==> src/rtl/mnist_loader_seq_pkg.sv <==
// Shared state encoding and default geometry for the MNIST loader sequencer.
package mnist_loader_seq_pkg;

  typedef logic [2:0] state_t;

  localparam state_t ST_IDLE    = 3'd0;
  localparam state_t ST_LOAD_W  = 3'd1;
  localparam state_t ST_LOAD_X  = 3'd2;
  localparam state_t ST_SETTLE  = 3'd3;
  localparam state_t ST_COMPUTE = 3'd4;
  localparam state_t ST_DONE    = 3'd5;

  localparam int DEF_W_ADDR_LEN = 20;
  localparam int DEF_X_ADDR_LEN = 10;
  localparam int DEF_W_SEL_LEN  = 2;
  localparam int DEF_X_SEL_LEN  = 2;
  localparam int DEF_W_DEPTH    = 7840;
  localparam int DEF_W_BANKS    = 4;
  localparam int DEF_X_DEPTH    = 784;
  localparam int DEF_X_BANKS    = 1;
  localparam int DEF_CNT_LEN    = 16;

  function automatic logic is_loading(input state_t st);
    return (st == ST_LOAD_W) || (st == ST_LOAD_X);
  endfunction

endpackage

==> src/rtl/mnist_loader_seq_if.sv <==
// Host handshake, compute hand-off and off-chip memory port of the loader.
interface mnist_loader_seq_if
  import mnist_loader_seq_pkg::*;
#(
  parameter int W_ADDR_LEN = DEF_W_ADDR_LEN,
  parameter int X_ADDR_LEN = DEF_X_ADDR_LEN,
  parameter int W_SEL_LEN  = DEF_W_SEL_LEN,
  parameter int X_SEL_LEN  = DEF_X_SEL_LEN,
  parameter int CNT_LEN    = DEF_CNT_LEN
) ();

  logic                  start;
  logic                  load_w;
  logic                  abort;
  logic                  in_valid;
  logic                  in_bit;
  logic                  in_ready;
  logic                  load_compute_ctrl;
  logic                  en_compute;
  logic                  compute_finish;
  logic                  w_wq_oc;
  logic                  x_wq_oc;
  logic [W_ADDR_LEN-1:0] w_addr_oc;
  logic [X_ADDR_LEN-1:0] x_addr_oc;
  logic [W_SEL_LEN-1:0]  w_sel_oc;
  logic [X_SEL_LEN-1:0]  x_sel_oc;
  logic                  wx_write_oc;
  logic                  busy;
  logic                  done;
  logic [CNT_LEN-1:0]    img_count;

  modport master (
    output start, load_w, abort, in_valid, in_bit, compute_finish,
    input  in_ready, load_compute_ctrl, en_compute, w_wq_oc, x_wq_oc,
    input  w_addr_oc, x_addr_oc, w_sel_oc, x_sel_oc, wx_write_oc,
    input  busy, done, img_count
  );

  modport slave (
    input  start, load_w, abort, in_valid, in_bit, compute_finish,
    output in_ready, load_compute_ctrl, en_compute, w_wq_oc, x_wq_oc,
    output w_addr_oc, x_addr_oc, w_sel_oc, x_sel_oc, wx_write_oc,
    output busy, done, img_count
  );

endinterface

==> src/rtl/mnist_loader_seq_bank_addr_counter.sv <==
// Address (inner) / bank select (outer) counter for one memory; last_o flags
// that the current position is the final bit of the final bank.
module bank_addr_counter #(
  parameter int ADDR_LEN = 10,
  parameter int SEL_LEN  = 2,
  parameter int DEPTH    = 784,
  parameter int BANKS    = 1
) (
  input  logic                clk,
  input  logic                rst_n,
  input  logic                clr_i,
  input  logic                inc_i,
  output logic [ADDR_LEN-1:0] addr_o,
  output logic [SEL_LEN-1:0]  sel_o,
  output logic                last_o
);

  localparam logic [ADDR_LEN-1:0] ADDR_MAX = ADDR_LEN'(DEPTH - 1);
  localparam logic [SEL_LEN-1:0]  SEL_MAX  = SEL_LEN'(BANKS - 1);

  logic [ADDR_LEN-1:0] addr_q, addr_d;
  logic [SEL_LEN-1:0]  sel_q, sel_d;
  logic                addr_wrap;

  assign addr_wrap = (addr_q == ADDR_MAX);
  assign last_o    = addr_wrap && (sel_q == SEL_MAX);
  assign addr_o    = addr_q;
  assign sel_o     = sel_q;

  always_comb begin
    addr_d = addr_q;
    sel_d  = sel_q;
    if (clr_i) begin
      addr_d = '0;
      sel_d  = '0;
    end else if (inc_i) begin
      if (addr_wrap) begin
        addr_d = '0;
        // Wrap the bank back to 0 after the final bit so a fresh pass is clean.
        sel_d  = last_o ? '0 : sel_q + SEL_LEN'(1);
      end else begin
        addr_d = addr_q + ADDR_LEN'(1);
      end
    end
  end

  always_ff @(posedge clk or negedge rst_n) begin
    if (!rst_n) begin
      addr_q <= '0;
      sel_q  <= '0;
    end else begin
      addr_q <= addr_d;
      sel_q  <= sel_d;
    end
  end

endmodule

==> src/rtl/mnist_loader_seq.sv <==
// Streams host bits into weight/input memories, hands the port to
// compute_module, waits for compute_finish and counts completed images.
module mnist_loader_seq
  import mnist_loader_seq_pkg::*;
#(
  parameter int W_ADDR_LEN = DEF_W_ADDR_LEN,
  parameter int X_ADDR_LEN = DEF_X_ADDR_LEN,
  parameter int W_SEL_LEN  = DEF_W_SEL_LEN,
  parameter int X_SEL_LEN  = DEF_X_SEL_LEN,
  parameter int W_DEPTH    = DEF_W_DEPTH,
  parameter int W_BANKS    = DEF_W_BANKS,
  parameter int X_DEPTH    = DEF_X_DEPTH,
  parameter int X_BANKS    = DEF_X_BANKS,
  parameter int CNT_LEN    = DEF_CNT_LEN
) (
  input logic               clk,
  input logic               rst_n,
  mnist_loader_seq_if.slave bus
);

  // state      | meaning
  // IDLE       | waiting for start, loader owns memory port
  // LOAD_W     | accepting weight bits, writing weight banks
  // LOAD_X     | accepting pixel bits, writing input banks
  // SETTLE     | final registered write lands before hand-off
  // COMPUTE    | compute_module owns memories, en_compute held
  // DONE       | one-cycle done pulse, image counter advances

  state_t state_q, state_d;

  logic                  in_ready;
  logic                  accept;
  logic                  w_inc, x_inc, w_clr, x_clr;
  logic                  w_last, x_last;
  logic [W_ADDR_LEN-1:0] w_cnt_addr;
  logic [X_ADDR_LEN-1:0] x_cnt_addr;
  logic [W_SEL_LEN-1:0]  w_cnt_sel;
  logic [X_SEL_LEN-1:0]  x_cnt_sel;

  logic                  w_wq_q, x_wq_q, wx_write_q;
  logic [W_ADDR_LEN-1:0] w_addr_q;
  logic [X_ADDR_LEN-1:0] x_addr_q;
  logic [W_SEL_LEN-1:0]  w_sel_q;
  logic [X_SEL_LEN-1:0]  x_sel_q;
  logic [CNT_LEN-1:0]    img_cnt_q;

  assign in_ready = is_loading(state_q);
  // An abort in the same cycle as a bit suppresses both the write and the count.
  assign accept   = bus.in_valid && in_ready && !bus.abort;
  assign w_inc    = accept && (state_q == ST_LOAD_W);
  assign x_inc    = accept && (state_q == ST_LOAD_X);
  assign w_clr    = (state_q == ST_IDLE);
  assign x_clr    = (state_q == ST_IDLE) || (w_inc && w_last);

  bank_addr_counter #(
    .ADDR_LEN (W_ADDR_LEN),
    .SEL_LEN  (W_SEL_LEN),
    .DEPTH    (W_DEPTH),
    .BANKS    (W_BANKS)
  ) u_w_cnt (
    .clk    (clk),
    .rst_n  (rst_n),
    .clr_i  (w_clr),
    .inc_i  (w_inc),
    .addr_o (w_cnt_addr),
    .sel_o  (w_cnt_sel),
    .last_o (w_last)
  );

  bank_addr_counter #(
    .ADDR_LEN (X_ADDR_LEN),
    .SEL_LEN  (X_SEL_LEN),
    .DEPTH    (X_DEPTH),
    .BANKS    (X_BANKS)
  ) u_x_cnt (
    .clk    (clk),
    .rst_n  (rst_n),
    .clr_i  (x_clr),
    .inc_i  (x_inc),
    .addr_o (x_cnt_addr),
    .sel_o  (x_cnt_sel),
    .last_o (x_last)
  );

  always_comb begin
    state_d = state_q;
    if (bus.abort) begin
      state_d = ST_IDLE;
    end else begin
      case (state_q)
        ST_IDLE:    if (bus.start) state_d = bus.load_w ? ST_LOAD_W : ST_LOAD_X;
        ST_LOAD_W:  if (w_inc && w_last) state_d = ST_LOAD_X;
        ST_LOAD_X:  if (x_inc && x_last) state_d = ST_SETTLE;
        ST_SETTLE:  state_d = ST_COMPUTE;
        ST_COMPUTE: if (bus.compute_finish) state_d = ST_DONE;
        ST_DONE:    state_d = ST_IDLE;
        default:    state_d = ST_IDLE;
      endcase
    end
  end

  always_ff @(posedge clk or negedge rst_n) begin
    if (!rst_n) begin
      state_q    <= ST_IDLE;
      w_wq_q     <= 1'b0;
      x_wq_q     <= 1'b0;
      wx_write_q <= 1'b0;
      w_addr_q   <= '0;
      x_addr_q   <= '0;
      w_sel_q    <= '0;
      x_sel_q    <= '0;
      img_cnt_q  <= '0;
    end else begin
      state_q <= state_d;
      w_wq_q  <= w_inc;
      x_wq_q  <= x_inc;
      if (accept) wx_write_q <= bus.in_bit;
      if (w_inc) begin
        w_addr_q <= w_cnt_addr;
        w_sel_q  <= w_cnt_sel;
      end
      if (x_inc) begin
        x_addr_q <= x_cnt_addr;
        x_sel_q  <= x_cnt_sel;
      end
      if ((state_q == ST_DONE) && !bus.abort) img_cnt_q <= img_cnt_q + CNT_LEN'(1);
    end
  end

  assign bus.in_ready          = in_ready;
  assign bus.load_compute_ctrl = (state_q != ST_COMPUTE);
  assign bus.en_compute        = (state_q == ST_COMPUTE);
  assign bus.busy              = (state_q != ST_IDLE);
  assign bus.done              = (state_q == ST_DONE);
  assign bus.w_wq_oc           = w_wq_q;
  assign bus.x_wq_oc           = x_wq_q;
  assign bus.wx_write_oc       = wx_write_q;
  assign bus.w_addr_oc         = w_addr_q;
  assign bus.x_addr_oc         = x_addr_q;
  assign bus.w_sel_oc          = w_sel_q;
  assign bus.x_sel_oc          = x_sel_q;
  assign bus.img_count         = img_cnt_q;

endmodule

==> src/flat_wrapper.sv <==
// flat-port wrapper written by rule: the top's interface ports become plain ports
module mnist_loader_seq_flat import mnist_loader_seq_pkg::*;
#(
  parameter int W_ADDR_LEN = DEF_W_ADDR_LEN,
  parameter int X_ADDR_LEN = DEF_X_ADDR_LEN,
  parameter int W_SEL_LEN  = DEF_W_SEL_LEN,
  parameter int X_SEL_LEN  = DEF_X_SEL_LEN,
  parameter int W_DEPTH    = DEF_W_DEPTH,
  parameter int W_BANKS    = DEF_W_BANKS,
  parameter int X_DEPTH    = DEF_X_DEPTH,
  parameter int X_BANKS    = DEF_X_BANKS,
  parameter int CNT_LEN    = DEF_CNT_LEN
)
  (clk, rst_n, bus_start, bus_load_w, bus_abort, bus_in_valid, bus_in_bit, bus_compute_finish, bus_in_ready, bus_load_compute_ctrl, bus_en_compute, bus_w_wq_oc, bus_x_wq_oc, bus_w_addr_oc, bus_x_addr_oc, bus_w_sel_oc, bus_x_sel_oc, bus_wx_write_oc, bus_busy, bus_done, bus_img_count);
  mnist_loader_seq_if #(.W_ADDR_LEN(W_ADDR_LEN), .X_ADDR_LEN(X_ADDR_LEN), .W_SEL_LEN(W_SEL_LEN), .X_SEL_LEN(X_SEL_LEN), .CNT_LEN(CNT_LEN)) bus_i ();
  input logic clk;
  input logic rst_n;
  input wire logic [$bits(bus_i.start)-1:0] bus_start;
  input wire logic [$bits(bus_i.load_w)-1:0] bus_load_w;
  input wire logic [$bits(bus_i.abort)-1:0] bus_abort;
  input wire logic [$bits(bus_i.in_valid)-1:0] bus_in_valid;
  input wire logic [$bits(bus_i.in_bit)-1:0] bus_in_bit;
  input wire logic [$bits(bus_i.compute_finish)-1:0] bus_compute_finish;
  output wire logic [$bits(bus_i.in_ready)-1:0] bus_in_ready;
  output wire logic [$bits(bus_i.load_compute_ctrl)-1:0] bus_load_compute_ctrl;
  output wire logic [$bits(bus_i.en_compute)-1:0] bus_en_compute;
  output wire logic [$bits(bus_i.w_wq_oc)-1:0] bus_w_wq_oc;
  output wire logic [$bits(bus_i.x_wq_oc)-1:0] bus_x_wq_oc;
  output wire logic [$bits(bus_i.w_addr_oc)-1:0] bus_w_addr_oc;
  output wire logic [$bits(bus_i.x_addr_oc)-1:0] bus_x_addr_oc;
  output wire logic [$bits(bus_i.w_sel_oc)-1:0] bus_w_sel_oc;
  output wire logic [$bits(bus_i.x_sel_oc)-1:0] bus_x_sel_oc;
  output wire logic [$bits(bus_i.wx_write_oc)-1:0] bus_wx_write_oc;
  output wire logic [$bits(bus_i.busy)-1:0] bus_busy;
  output wire logic [$bits(bus_i.done)-1:0] bus_done;
  output wire logic [$bits(bus_i.img_count)-1:0] bus_img_count;
  assign bus_i.start = bus_start;
  assign bus_i.load_w = bus_load_w;
  assign bus_i.abort = bus_abort;
  assign bus_i.in_valid = bus_in_valid;
  assign bus_i.in_bit = bus_in_bit;
  assign bus_i.compute_finish = bus_compute_finish;
  assign bus_in_ready = bus_i.in_ready;
  assign bus_load_compute_ctrl = bus_i.load_compute_ctrl;
  assign bus_en_compute = bus_i.en_compute;
  assign bus_w_wq_oc = bus_i.w_wq_oc;
  assign bus_x_wq_oc = bus_i.x_wq_oc;
  assign bus_w_addr_oc = bus_i.w_addr_oc;
  assign bus_x_addr_oc = bus_i.x_addr_oc;
  assign bus_w_sel_oc = bus_i.w_sel_oc;
  assign bus_x_sel_oc = bus_i.x_sel_oc;
  assign bus_wx_write_oc = bus_i.wx_write_oc;
  assign bus_busy = bus_i.busy;
  assign bus_done = bus_i.done;
  assign bus_img_count = bus_i.img_count;
  mnist_loader_seq #(.W_ADDR_LEN(W_ADDR_LEN), .X_ADDR_LEN(X_ADDR_LEN), .W_SEL_LEN(W_SEL_LEN), .X_SEL_LEN(X_SEL_LEN), .W_DEPTH(W_DEPTH), .W_BANKS(W_BANKS), .X_DEPTH(X_DEPTH), .X_BANKS(X_BANKS), .CNT_LEN(CNT_LEN)) u_core (.clk(clk), .rst_n(rst_n), .bus(bus_i));
endmodule
==> config.mk <==
export PLATFORM = sky130hd
export DESIGN_NAME = mnist_loader_seq_flat
export DESIGN_NICKNAME = d
export VERILOG_FILES = /design/src/rtl/mnist_loader_seq_pkg.sv /design/src/rtl/mnist_loader_seq_if.sv /design/src/rtl/mnist_loader_seq_bank_addr_counter.sv /design/src/rtl/mnist_loader_seq.sv /design/src/flat_wrapper.sv
export SDC_FILE = /design/constraint.sdc
export NUM_CORES = 1
export LEC_CHECK = 0
export CELL_PAD_IN_SITES_DETAIL_PLACEMENT = 1
export CELL_PAD_IN_SITES_GLOBAL_PLACEMENT = 1
export CORE_MARGIN = 2
export CORE_UTILIZATION = 40
export CTS_CLUSTER_DIAMETER = 50
export CTS_CLUSTER_SIZE = 28
export DETAILED_ROUTE_END_ITERATION = 8
export PLACE_DENSITY = 0.84
export SYNTH_ARGS = -nofsm -noshare
export SYNTH_HDL_FRONTEND = slang
export SYNTH_HIERARCHICAL = 1
export SYNTH_SLANG_ARGS = --single-unit
==> constraint.sdc <==
create_clock -name clk -period 8.86 [get_ports clk]
set_clock_uncertainty 0.05 [all_clocks]
set_input_delay 1.329 -clock clk [delete_from_list [all_inputs] [get_ports clk]]
set_output_delay 1.329 -clock clk [all_outputs]
set_load 0.1 [all_outputs]
==> impl_results.md <==
* Outcome: complete, no violations
* # hold bufs at CTS at 0
* 1st-iter DRT viols at around 120
* CP peak stage delay at ~700 ps
* PwrDens at 156 nW/um^2
* Gpl congestion at approximately 0.8
* FP Rows at 37
* Post-synth EDFFs at 0
* DR top layer: met4
* Max-cap viol count at 0
* Worst path depth at 8
* Max Clk Rate at between 0.2 and 0.25 GHz
* 1st-pass router iterations at 4
* Critical path launch point type: primary input
* CTS Buf Count at 9
* Area grow syn2layout at 22.5%
* Met2 wire len at around 4800 um
* Hold WC Path Type: flop to flop
* Grt ovf at 0
* Post-DRT Antenna Nets at 0
* Metal3 WL at about 280 um
* Asr flop ratio synth at 100%
* Hold path cells at 1
* Worst Path Required at between 9000 and 10000 ps
* WL per Instance at approximately 17 um
* Library cells used by synthesis at 52
* Vias per inst at roughly 5.4
* CTS-repair resized insts at 0
* Initial antenna violation count at 0
* Fin. Hold Viols at 0
* Longest Clk Path Bufs at 2
* Final net count at approximately 440
* Residual DRC at 0
* Final Critical Period at approximately 4800 ps
* RSZ-0062 raised after global routing: no
* Crit path cell chain: clkdlybuf4s50_1 -> nor4b_1 -> nand2_1 -> inv_1 -> o211ai_2 -> or3_1 -> or4_1 -> a21oi_1
* Most frequently used flop master after synthesis: dfrtp_1
* Cells after DPL at around 560
* Worst relative slew slack at between 30% and 40%
* R2R depth at 7
* Post-route insts no fill at 571
* Tightest Pin Transition at slightly above 1000 ps
* Hpwl dp at 6820 um
* Syn_area_per_cell at 11.4 um^2
* Cells after Synth at roughly 370
* Register area share after synthesis at a little over half
* TNS Setup at 0 ps
* Top delay family on crit path: simple AND/OR/NAND/NOR gates
* Crit end category: flop
* Share of cells above drive strength 1 at roughly 17%
* Die Area at between 10000 and 15000 um^2
* Routed WL at approximately 9600 um
* Global-route wire length before repair at approximately 16000 um
* All-Layer GR Usage at a little under a fifth
* Area share of the largest cell type after synthesis at a little over half
* Ports at 66
* Flops & latches, synth at 90
* Yosys warning count at 6
* Clock-pin slew on the worst setup and hold paths at approximately 90 ps
* I/O Buffers at 65
* # diodes at 0
* Vias in the first global route at 3235
* Final Setup Violations at 0
* Top cell type by total area after synthesis: dfrtp_1
* WP data arrival at between 5000 and 6000 ps
* Mapped Nets at 381
* H-Tree Depth at 3
* Clock Latency Late Sink at approximately 360 ps
* Sink Count at 90
* Crit Path Max Fanout at 23
* Via count at roughly 3100
* Syn Std Cell Area at between 4000 and 5000 um^2
* Bufs and invs on worst path at 2
* Initial Util at 41.0%
* Leak at 2.22 nW
* Post-CTS Setup Bufs at 0
* Final Slew Violations at 0
* Area contributors post-synth: dfrtp_1, mux2_2, xnor2_1
* Fin crit share at a little over half
* Root buf cell: clkbuf_8
* CTS tree: built
* Die Wd at ~110 um
* Critical Setup Path Class: primary input to flop
* Critical path's slowest cell: nand2_1
* Peak supply drop at between 0.06 and 0.07 mV
* Die Y at around 110 um
* Core area at a little over 10000 um^2
* Largest net degree at the start of global routing at 47
* Detailed-routing wirelength on met1 at approximately 4300 um
[area by class of cell]
cell class,instances,area [um^2]
fill,1111,5120
sequential,90,2250
clock inverter,5,53.8
tap,136,170
multi-input combinational,249,1830
clock buffer,11,141
inverter,13,48.8
timing repair buffer,67,663
[synth_stat cells (7+ instances only)]
cell and count:
a21oi_1 18, nor4_1 7, nand2_1 17, buf_2 7
xor2_1 16, nand4_1 12, dfrtp_1 90, clkbuf_1 7
nand3_1 16, mux2_2 36, nor2_2 7, nor3_1 9
nor2_1 20, inv_1 13, xnor2_1 17
[path summary, 6_finish.rpt]
| kind | from | endpoint | slack [ps] |
|---|---|---|---|
| worst max-delay path | bus_abort | u_core/u_w_cnt/addr_o[19] | 4070 |
| worst min-delay path | u_core/bus.img_count[15] | u_core/bus.img_count[15] | 420 |
| worst max register to register | u_core/state_q[1] | u_core/u_w_cnt/addr_o[19] | 5060 |
| worst min register to register | u_core/bus.img_count[15] | u_core/bus.img_count[15] | 420 |
| max in group asynchronous | rst_n | u_core/bus.wx_write_oc | 6840 |
| min in group asynchronous | rst_n | u_core/bus.w_addr_oc[2] | 910 |
[flip-flops by register name, summed over array words and instances (netlist names), 2 cells and up]
name	count
u_core/u_w_cnt/sel_o	2
u_core/u_x_cnt/sel_o	2
u_core/bus.img_count	16
u_core/u_x_cnt/addr_o	10
u_core/u_w_cnt/addr_o	20
u_core/bus.x_addr_oc	10
u_core/state_q	3
u_core/bus.w_addr_oc	20
u_core/bus.w_sel_oc	2
u_core/bus.x_sel_oc	2
[layout by cell type, fill, tap and decap left out, types with 5 or more instances in the layout]
cell type        synthesis  final
dfrtp_1                 90     90
clkdlybuf4s50_1          0     64
mux2_2                  36     36
nor2_1                  20     20
a21oi_1                 18     18
nand2_1                 17     17
xnor2_1                 17     17
nand3_1                 16     16
xor2_1                  16     16
inv_1                   13     13
nand4_1                 12     12
clkbuf_8                 0     10
nor3_1                   9      9
nor4_1                   7      7
nor2_2                   7      7
nor2b_1                  5      5
ha_1                     5      5
o21ai_0                  5      5
or4_1                    5      5
[metrics by stage]
stage                     total power (W)  worst slack, ps  area (um^2)  hold WS [ps]  util [%]
after floorplan                  0.000503             4420         4210           425         -
after global placement           0.000532             3940         4960           407      48.3
after detailed placement         0.000534             3780         4960           414      48.3
after CTS                        0.000814             4140         5160           430      50.2
after global routing             0.000839             3740         5160           450      50.2
final                            0.000803             4070         5160           424      50.2
[metal layers]
| metal | vias to the layer above | track usage [%] |
|---|---|---|
| met5 | - | 0 |
| met1 | 1587 | 23.3 |
| met2 | 57 | 30.1 |
| met3 | 14 | 3.47 |
| li1 | 1433 | - |
| met4 | 0 | 7.61 |
[where the power goes]
| part | switching (W) | internal [W] | total, W | leakage (nW) |
|---|---|---|---|---|
| Combinational | 0.0000783 | 0.0000245 | 0.000103 | 0.869 |
| Sequential | 0.00000627 | 0.000416 | 0.000422 | 1.25 |
| Clock | 0.000141 | 0.000137 | 0.000278 | 0.103 |
[kinds of logic (layout without fill, tap and decap cells)]
family,Yosys count,after routing,synth area share [%]
and+or+nand+nor,133,133,18.7
DFF,90,90,53.5
AOI/OAI and AO/OA,39,39,6.03
muxes,39,39,10.3
xor gates and xnor gates,33,33,6.86
buffers and inverters,29,96,3.06
adders and majority gates,5,5,1.49
Note: power is estimated with default switching activity, not from simulation.
